File: src/rtl/key_events_if.sv
// Key front-end bundle: frame strobe and raw KEY lines in, debounced key events out.
// "released" carries the release pulse; "release" is a reserved word in SystemVerilog.
interface key_events_if #(
  parameter int NKEYS = 4
);
  logic             frame;
  logic [NKEYS-1:0] KEY;
  logic [NKEYS-1:0] held;
  logic [NKEYS-1:0] press;
  logic [NKEYS-1:0] released;
  logic [NKEYS-1:0] frame_press;

  modport master (
    output frame, KEY,
    input  held, press, released, frame_press
  );

  modport slave (
    input  frame, KEY,
    output held, press, released, frame_press
  );
endinterface

File: src/rtl/key_events.sv
// Pushbutton front end: sync + debounce per key, press/release pulses, per-frame press latch.
// Optional auto-repeat into frame_press when KEY_REPEAT_EN is defined.
module key_events #(
  parameter int NKEYS           = 4,
  parameter int DEBOUNCE_CYCLES = 500000,
  parameter int CNT_W           = 20
`ifdef KEY_REPEAT_EN
  ,
  parameter int REPEAT_DELAY    = 30,
  parameter int REPEAT_RATE     = 6
`endif
) (
  input  logic         clk,
  input  logic         rst,
  key_events_if.slave  bus
);

  localparam logic [CNT_W-1:0] CNT_LAST = CNT_W'(DEBOUNCE_CYCLES - 1);

  logic [NKEYS-1:0] held_q;
  logic [NKEYS-1:0] press_q;
  logic [NKEYS-1:0] rel_q;
  logic [NKEYS-1:0] rep_fire;
  logic [NKEYS-1:0] acc_reg;
  logic [NKEYS-1:0] frame_press_reg;

  generate
    for (genvar gi = 0; gi < NKEYS; gi++) begin : g_key
      logic             sync1_reg;
      logic             sync2_reg;
      logic             held_reg;
      logic             press_reg;
      logic             rel_reg;
      logic [CNT_W-1:0] cnt_reg;

      // Synchronizer holds pressed polarity so reset means "not pressed".
      always_ff @(posedge clk) begin
        if (rst) begin
          sync1_reg <= 1'b0;
          sync2_reg <= 1'b0;
          held_reg  <= 1'b0;
          press_reg <= 1'b0;
          rel_reg   <= 1'b0;
          cnt_reg   <= '0;
        end else begin
          sync1_reg <= ~bus.KEY[gi];
          sync2_reg <= sync1_reg;
          press_reg <= 1'b0;
          rel_reg   <= 1'b0;
          if (sync2_reg == held_reg) begin
            cnt_reg <= '0;
          end else if (cnt_reg == CNT_LAST) begin
            held_reg  <= ~held_reg;
            press_reg <= ~held_reg;
            rel_reg   <= held_reg;
            cnt_reg   <= '0;
          end else begin
            cnt_reg <= cnt_reg + 1'b1;
          end
        end
      end

      assign held_q[gi]  = held_reg;
      assign press_q[gi] = press_reg;
      assign rel_q[gi]   = rel_reg;
    end
  endgenerate

`ifdef KEY_REPEAT_EN
  localparam int REP_MAX = (REPEAT_DELAY > REPEAT_RATE) ? REPEAT_DELAY : REPEAT_RATE;
  localparam int RW      = (REP_MAX < 2) ? 1 : $clog2(REP_MAX + 1);

  generate
    for (genvar gi = 0; gi < NKEYS; gi++) begin : g_rep
      logic          armed_reg;
      logic [RW-1:0] dcnt_reg;
      logic [RW-1:0] rcnt_reg;
      logic          due;

      // Before arming, count to the initial delay; afterwards count the repeat period.
      assign due = armed_reg ? (rcnt_reg == RW'(REPEAT_RATE - 1))
                             : (dcnt_reg == RW'(REPEAT_DELAY - 1));
      assign rep_fire[gi] = bus.frame & held_q[gi] & due;

      always_ff @(posedge clk) begin
        if (rst || !held_q[gi]) begin
          armed_reg <= 1'b0;
          dcnt_reg  <= '0;
          rcnt_reg  <= '0;
        end else if (bus.frame) begin
          if (!armed_reg) begin
            if (due) armed_reg <= 1'b1;
            else     dcnt_reg  <= dcnt_reg + 1'b1;
          end else begin
            if (due) rcnt_reg <= '0;
            else     rcnt_reg <= rcnt_reg + 1'b1;
          end
        end
      end
    end
  endgenerate
`else
  assign rep_fire = '0;
`endif

  // A press landing on the frame cycle belongs to the interval being closed.
  always_ff @(posedge clk) begin
    if (rst) begin
      acc_reg         <= '0;
      frame_press_reg <= '0;
    end else if (bus.frame) begin
      frame_press_reg <= acc_reg | press_q | rep_fire;
      acc_reg         <= '0;
    end else begin
      acc_reg <= acc_reg | press_q;
    end
  end

  assign bus.held        = held_q;
  assign bus.press       = press_q;
  assign bus.released    = rel_q;
  assign bus.frame_press = frame_press_reg;

endmodule

File: src/flat_wrapper.sv
// flat-port wrapper written by rule: the top's interface ports become plain ports
module key_events_flat 
#(
  parameter int NKEYS           = 4,
  parameter int DEBOUNCE_CYCLES = 500000,
  parameter int CNT_W           = 20

)
  (clk, rst, bus_frame, bus_KEY, bus_held, bus_press, bus_released, bus_frame_press);
  key_events_if #(.NKEYS(NKEYS)) bus_i ();
  input  logic clk;
  input  logic rst;
  input wire logic [$bits(bus_i.frame)-1:0] bus_frame;
  input wire logic [$bits(bus_i.KEY)-1:0] bus_KEY;
  output wire logic [$bits(bus_i.held)-1:0] bus_held;
  output wire logic [$bits(bus_i.press)-1:0] bus_press;
  output wire logic [$bits(bus_i.released)-1:0] bus_released;
  output wire logic [$bits(bus_i.frame_press)-1:0] bus_frame_press;
  assign bus_i.frame = bus_frame;
  assign bus_i.KEY = bus_KEY;
  assign bus_held = bus_i.held;
  assign bus_press = bus_i.press;
  assign bus_released = bus_i.released;
  assign bus_frame_press = bus_i.frame_press;
  key_events #(.NKEYS(NKEYS), .DEBOUNCE_CYCLES(DEBOUNCE_CYCLES), .CNT_W(CNT_W)) u_core (.clk(clk), .rst(rst), .bus(bus_i));
endmodule
File: config.mk
export PLATFORM = sky130hd
export DESIGN_NAME = key_events_flat
export DESIGN_NICKNAME = d
export VERILOG_FILES = /design/src/rtl/key_events_if.sv /design/src/rtl/key_events.sv /design/src/flat_wrapper.sv
export SDC_FILE = /design/constraint.sdc
export NUM_CORES = 1
export LEC_CHECK = 0
export CAP_MARGIN = 20
export CELL_PAD_IN_SITES_DETAIL_PLACEMENT = 0
export CELL_PAD_IN_SITES_GLOBAL_PLACEMENT = 2
export CORE_AREA = 2 2 115 117
export CTS_CLUSTER_DIAMETER = 200
export DETAILED_ROUTE_END_ITERATION = 6
export DIE_AREA = 0 0 117 119
export PLACE_DENSITY = 0.75
export SLEW_MARGIN = 20
export SYNTH_ARGS = -nofsm -noshare
export SYNTH_HDL_FRONTEND = slang
export SYNTH_SLANG_ARGS = --single-unit
File: constraint.sdc
create_clock -name clk -period 2.8 [get_ports clk]
set_input_delay 0.56 -clock clk [delete_from_list [all_inputs] [get_ports clk]]
set_output_delay 0.56 -clock clk [all_outputs]
set_load 0.05 [all_outputs]
==> flow_summary.ini, run 1 <==
[sta]
rsz0062_at_grt = false
worst_pin_slew_ns = 0.553
fin_crit_ns = 2.21
skew_ns = 0.00684
post-route-period-util_pct = 78.9
final-hold-violation-count = 0
setup_viol = 0
slew_headroom_pct = 63.0
max_freq_ghz = 0.453
fin_tns_setup_ns = 0
drv_slew = 0

[global_route]
grt_pass1_wl_mm = 15.7
grt_antenna_before_repair = 0
grt_start_max_net_pins = 25
grt_pass1_vias = 3286
grt_usage_pct = 14.3
overflow = 0

[worst_setup_path]
critical_path.endpoint = u_core.g_key[3].cnt_reg[11]$_SDFF_PP0_
r2r_end = u_core.g_key[3].cnt_reg[11]$_SDFF_PP0_
cp-start-kind = flip-flop
path_cells = or4_1 -> or4_4 -> o21ai_4 -> nor2_1
reg2reg_slack_ns = 0.59
r2r-start = u_core.g_key[3].cnt_reg[12]$_SDFF_PP0_
cp-startpoint = u_core.g_key[3].cnt_reg[12]$_SDFF_PP0_
path_max_fanout = 19
cp.buffers_inverters = 0
worst-setup-path-type = flip-flop to flip-flop
crit_arrival_ns = 2.42
cp-end-kind = flip-flop
crit_cells = 4
ff2ff_path_depth = 4
cp_slowest_cell = or4_4
cpPeakStageDelay_ns = 0.58
crit_required_ns = 3.01
path_delay_family = simple AND/OR/NAND/NOR gates

[clock_network]
cts_root_buf = clkbuf_16
clock-sinks = 108
cts-resized-gates = 0
clk_pin_slew_ns = 0.07
postCtsHoldBufs = 0
htreeDepth = 3
tritoncts = built
clock_latency_ns = 0.34
post-cts-setup-buffers = 0
clock_path_buffers = 2
cts_buffers = 9

[floorplan]
ios = 23
start_util_pct = 35.7
die_w_um = 117
core_mm2 = 0.0129
die_area_mm2 = 0.0139
rows = 42
die_h_um = 119

[route]
drc_errors = 0
vias = 3544
finalWirelength_mm = 9.19
vias_per_cell = 4.94
drtIter0Drc = 120
drtAntennaViolNets = 0
drt_pass1_iterations = 4
wl_per_cell_um = 12.8

[yosys]
yosys_warnings = 0
ys_async_sr_fraction_pct = 0
avgSynthCellArea_um2 = 8.80
ys_seq_area_share_pct = 47.0
synthesis.nets = 534
synth_area_mm2 = 0.00460
synth_edf_count = 0
synth_seq_cells = 108
ys.flop_type = dfxtp_1
ys_types = 38
synthCells = 523

[placed_design]
portBuffers = 22
gp_congestion = 0.705
dpl.hpwl_mm = 6.41

[cells_and_area]
final_cell_mix = 108 x dfxtp_1, 76 x nor2_1, 34 x xnor2_1, 28 x nand2_1, 26 x a21oi_1
antenna_cells = 0
layout.cells.most_common = dfxtp_1
area_growth_pct = 13.5
drive_above_1_share_pct = 5.73
fillers = 1303
finalNetCount = 547
largest_reg_flops = 80

[pwr]
p_sw_share_pct = 20.9
p_int_uw = 2260
post-layout-total-power_uw = 2850
pwr-share-seq_pct = 54.3
p_sw_uw = 596
ir_drop_mv = 0.271
power.density_mw_per_mm2 = 547
p_leak_uw = 0.00152
pwr-share-comb_pct = 2.1
pwr-share-clk_pct = 43.6

[flow_run]
max-cap-violations = 0

[outcome]
status = finished, final reports clean

[worst_hold_path]
hold_path_class = flip-flop to flip-flop
[cell type report]
type | count | area, µm² | area share [%]
sequential | 108 | 2160 | 41.4
tap | 176 | 220 | 4.22
multi-input combinational | 377 | 2240 | 43.0
clock buffer | 11 | 233 | 4.46
clock inverter | 5 | 52.6 | 1.01
inverter | 12 | 45.0 | 0.863
timing repair buffer | 28 | 265 | 5.08
[kinds of logic after synthesis]
| logic type | after synthesis | synth area share (%) |
|---|---|---|
| adder cells (fa/ha/maj) | 4 | 1.09 |
| AND/OR/NAND/NOR | 262 | 30.1 |
| buffers and inverters | 38 | 4.27 |
| flip-flops | 108 | 47.0 |
| XOR/XNOR | 53 | 10.1 |
| AO/OA/AOI/OAI | 58 | 7.42 |
[synthesized netlist by cell type (2+ instances only)]
| cell | number | share of area [%] |
|---|---|---|
| a211oi_1 | 4 | 0.65 |
| a21oi_1 | 26 | 2.8 |
| and2_1 | 3 | 0.41 |
| and3_1 | 5 | 0.68 |
| and4_1 | 7 | 1.3 |
| and4_2 | 2 | 0.44 |
| buf_4 | 12 | 2.0 |
| clkbuf_1 | 12 | 0.98 |
| dfxtp_1 | 108 | 47 |
| ha_1 | 4 | 1.1 |
| inv_1 | 12 | 0.98 |
| nand2_1 | 28 | 2.3 |
| nand2b_1 | 8 | 1.1 |
| nand3_1 | 25 | 2.7 |
| nand4_1 | 22 | 3.0 |
| nor2_1 | 76 | 6.2 |
| nor2b_1 | 5 | 0.68 |
| nor3_1 | 21 | 2.3 |
| nor4_1 | 17 | 2.3 |
| o21ai_0 | 13 | 1.4 |
| o21ai_1 | 3 | 0.33 |
| o31ai_1 | 9 | 1.5 |
| o41ai_1 | 2 | 0.38 |
| or2_2 | 5 | 0.68 |
| or3_1 | 19 | 2.6 |
| or4_1 | 12 | 2.0 |
| xnor2_1 | 34 | 6.5 |
| xor2_1 | 19 | 3.6 |
[worst min-delay path by stage]
stage | start | to | slack [ns] | depth (start not counted)
2_1_floorplan | u_core.g_key[0].sync1_reg$_SDFF_PP0_ | u_core.g_key[0].sync2_reg$_SDFF_PP0_ | 0.41 | 1
3_3_place_gp | u_core.g_key[0].sync1_reg$_SDFF_PP0_ | u_core.g_key[0].sync2_reg$_SDFF_PP0_ | 0.42 | 1
3_5_place_dp | u_core.g_key[2].sync1_reg$_SDFF_PP0_ | u_core.g_key[2].sync2_reg$_SDFF_PP0_ | 0.42 | 1
4_1_cts | u_core.g_key[2].sync1_reg$_SDFF_PP0_ | u_core.g_key[2].sync2_reg$_SDFF_PP0_ | 0.44 | 1
5_1_grt | u_core.g_key[1].sync1_reg$_SDFF_PP0_ | u_core.g_key[1].sync2_reg$_SDFF_PP0_ | 0.45 | 1
6_report | u_core.g_key[3].sync1_reg$_SDFF_PP0_ | u_core.g_key[3].sync2_reg$_SDFF_PP0_ | 0.44 | 1
[layer usage]
layer,GRT usage [%],share of wire [%],wire length [µm],up-vias
li1,-,-,-,1868
met1,19.6,52,4790,1634
met2,21.4,44,4010,31
met3,2.90,2.3,214,11
met4,6.62,1.9,172,0
met5,0,0,0,-
[stage by stage]
| stage | std cells | hold slack [ns] | setup slack [ns] | cell area [µm²] | util [%] |
|---|---|---|---|---|---|
| after floorplan | 523 | 0.414 | 0.831 | 4600 | - |
| after global placement | 701 | 0.420 | 0.657 | 4930 | 38.3 |
| after detailed placement | 701 | 0.424 | 0.598 | 4930 | 38.3 |
| after CTS | 717 | 0.441 | 0.588 | 5220 | 40.5 |
| after global routing | 717 | 0.450 | 0.479 | 5220 | 40.5 |
| final | 717 | 0.437 | 0.591 | 5220 | 40.5 |
[power groups by stage]
stage                     Clock [µW]  Combinational, µW  Sequential, µW
after detailed placement           0               60.9            1590
after floorplan                    0               25.2            1590
after CTS                       1300               61.1            1550
final                           1240               59.9            1550
after global placement             0               60.8            1590
after global routing            1350               66.0            1550
(Power assumes the default switching activity.)
==> inputs of run 2 (changes only) <==
==> constraint.sdc (replaced) <==
create_clock -name clk -period 2.1 [get_ports clk]
set_input_delay 0.42 -clock clk [delete_from_list [all_inputs] [get_ports clk]]
set_output_delay 0.42 -clock clk [all_outputs]
set_load 0.05 [all_outputs]
==> flow_summary.ini, run 2 (synthesized netlist as in run 1, its figures left out) <==
[outcome]
status = finished, final reports clean

[route]
drc_errors = 0
finalWirelength_mm = 9.29
wl_per_cell_um = 12.6
drtAntennaViolNets = 0
drt_pass1_iterations = 4
vias = 3611
drtIter0Drc = 147
vias_per_cell = 4.91

[cells_and_area]
antenna_cells = 0
drive_above_1_share_pct = 8.94
final_cell_mix = 108 x dfxtp_1, 76 x nor2_1, 34 x xnor2_1, 28 x nand2_1, 26 x a21oi_1
final_cells = 735
largest_reg_flops = 80
layout.cells.most_common = dfxtp_1
finalNetCount = 565
area_growth_pct = 18.5
final_cell_area_mm2 = 0.00545
fillers = 1307

[pwr]
post-layout-total-power_uw = 4210
ir_drop_mv = 0.416
p_leak_uw = 0.00165
power.density_mw_per_mm2 = 773

[clock_network]
tritoncts = built
clock_path_buffers = 2
post-cts-setup-buffers = 0
clock_latency_ns = 0.35
clock-sinks = 108
clk_pin_slew_ns = 0.07
htreeDepth = 3
cts_root_buf = clkbuf_16
cts_buffers = 9

[worst_setup_path]
crit_required_ns = 1.68
ff2ff_path_depth = 5
cp_slowest_cell = clkdlybuf4s50_1
path_cells = clkdlybuf4s50_1
cp-end-kind = output port
cp-start-kind = flip-flop
crit_cells = 1
worst-setup-path-type = flip-flop to output port
cpPeakStageDelay_ns = 0.83
crit_arrival_ns = 1.56
path_max_fanout = 4
path_delay_family = buffers and inverters
cp.buffers_inverters = 1

[sta]
slew_headroom_pct = 64.1
fin_crit_ns = 1.98
max_freq_ghz = 0.505
final-hold-violation-count = 0
setup_viol = 0
fin_tns_setup_ns = 0
worst_pin_slew_ns = 0.537
drv_slew = 0
skew_ns = 0.00582
rsz0062_at_grt = false
post-route-period-util_pct = 94.3

[floorplan]
die_w_um = 117
start_util_pct = 35.7
die_h_um = 119
die_area_mm2 = 0.0139
core_mm2 = 0.0129
rows = 42
ios = 23

[placed_design]
gp_congestion = 0.790
post_dp_cell_area_mm2 = 0.00508
portBuffers = 22
place_inst = 719
dpl.hpwl_mm = 6.73

[global_route]
grt_antenna_before_repair = 0
grt_usage_pct = 14.8
grt_start_max_net_pins = 20
grt_pass1_vias = 3507
grt_pass1_wl_mm = 16.5
overflow = 0

[flow_run]
max-cap-violations = 0

[worst_hold_path]
hold_path_depth = 1
hold_path_class = flip-flop to flip-flop
-- run 2: cell count changes in the layout (fill, tap and decap cells not counted), sizes merged --
cell,previous run,this run
bufinv,1,4
clkinv,3,0
buf,6,24
clkbuf,11,12
clkinvlp,1,0
-- run 2: timing repair --
action,in CTS,in global routing
resized for setup,0,1
setup endpoints to repair,0,1
hold buffers,0,0
-- run 2: area by class of cell --
class / instances / area (µm²) / area share (%)
multi-input cells: 377 / 2250 / 41.2
inverters: 12 / 45.0 / 0.826
well taps: 176 / 220 / 4.04
clock buffers: 12 / 246 / 4.52
clock inverters: 4 / 120 / 2.20
flip-flops and latches: 108 / 2160 / 39.7
repair buffers: 46 / 413 / 7.57
-- run 2: worst paths after layout --
check | from | endpoint | slack (ns)
setup / recovery | u_core.g_key[2].held_reg$_SDFFE_PP0P_ | bus_held[2] | 0.12
hold reg to reg | u_core.g_key[1].sync1_reg$_SDFF_PP0_ | u_core.g_key[1].sync2_reg$_SDFF_PP0_ | 0.44
setup reg to reg | u_core.g_key[3].cnt_reg[11]$_SDFF_PP0_ | u_core.g_key[3].cnt_reg[18]$_SDFF_PP0_ | 0.14
hold / removal | u_core.g_key[1].sync1_reg$_SDFF_PP0_ | u_core.g_key[1].sync2_reg$_SDFF_PP0_ | 0.44
-- run 2: metrics by stage --
step	hold slack, ns	setup WS [ns]	util, %
2_1_floorplan	0.414	0.131	-
3_5_place_dp	0.424	0.151	39.5
4_1_cts	0.441	0.0887	42.3
5_1_grt	0.465	0.0249	42.4
6_report	0.435	0.120	42.4
3_3_place_gp	0.422	0.178	39.5
-- run 2: per-layer routing --
layer	global-route usage [%]	part of all wire, %	up-vias
li1	-	-	1894
met1	20.0	51	1661
met2	22.6	45	42
met3	2.95	2.7	14
met4	6.40	2.1	0
met5	0	0	-
-- run 2: where the power goes --
part	switching, µW	total, µW	internal [µW]	leakage, µW
registers	6.77	2070	2060	0.000872
logic	49.6	84.2	34.6	0.000597
clock network	741	2060	1320	0.000177
==> inputs of run 3 (changes only) <==
--- a/config.mk
+++ b/config.mk
@@ -13,6 +13,7 @@
 export DETAILED_ROUTE_END_ITERATION = 6
 export DIE_AREA = 0 0 117 119
 export PLACE_DENSITY = 0.75
+export SKIP_LAST_GASP = 1
 export SLEW_MARGIN = 20
 export SYNTH_ARGS = -nofsm -noshare
 export SYNTH_HDL_FRONTEND = slang
==> results of run 3 <==
Final layout, timing and power as in run 2 (identical DEF).
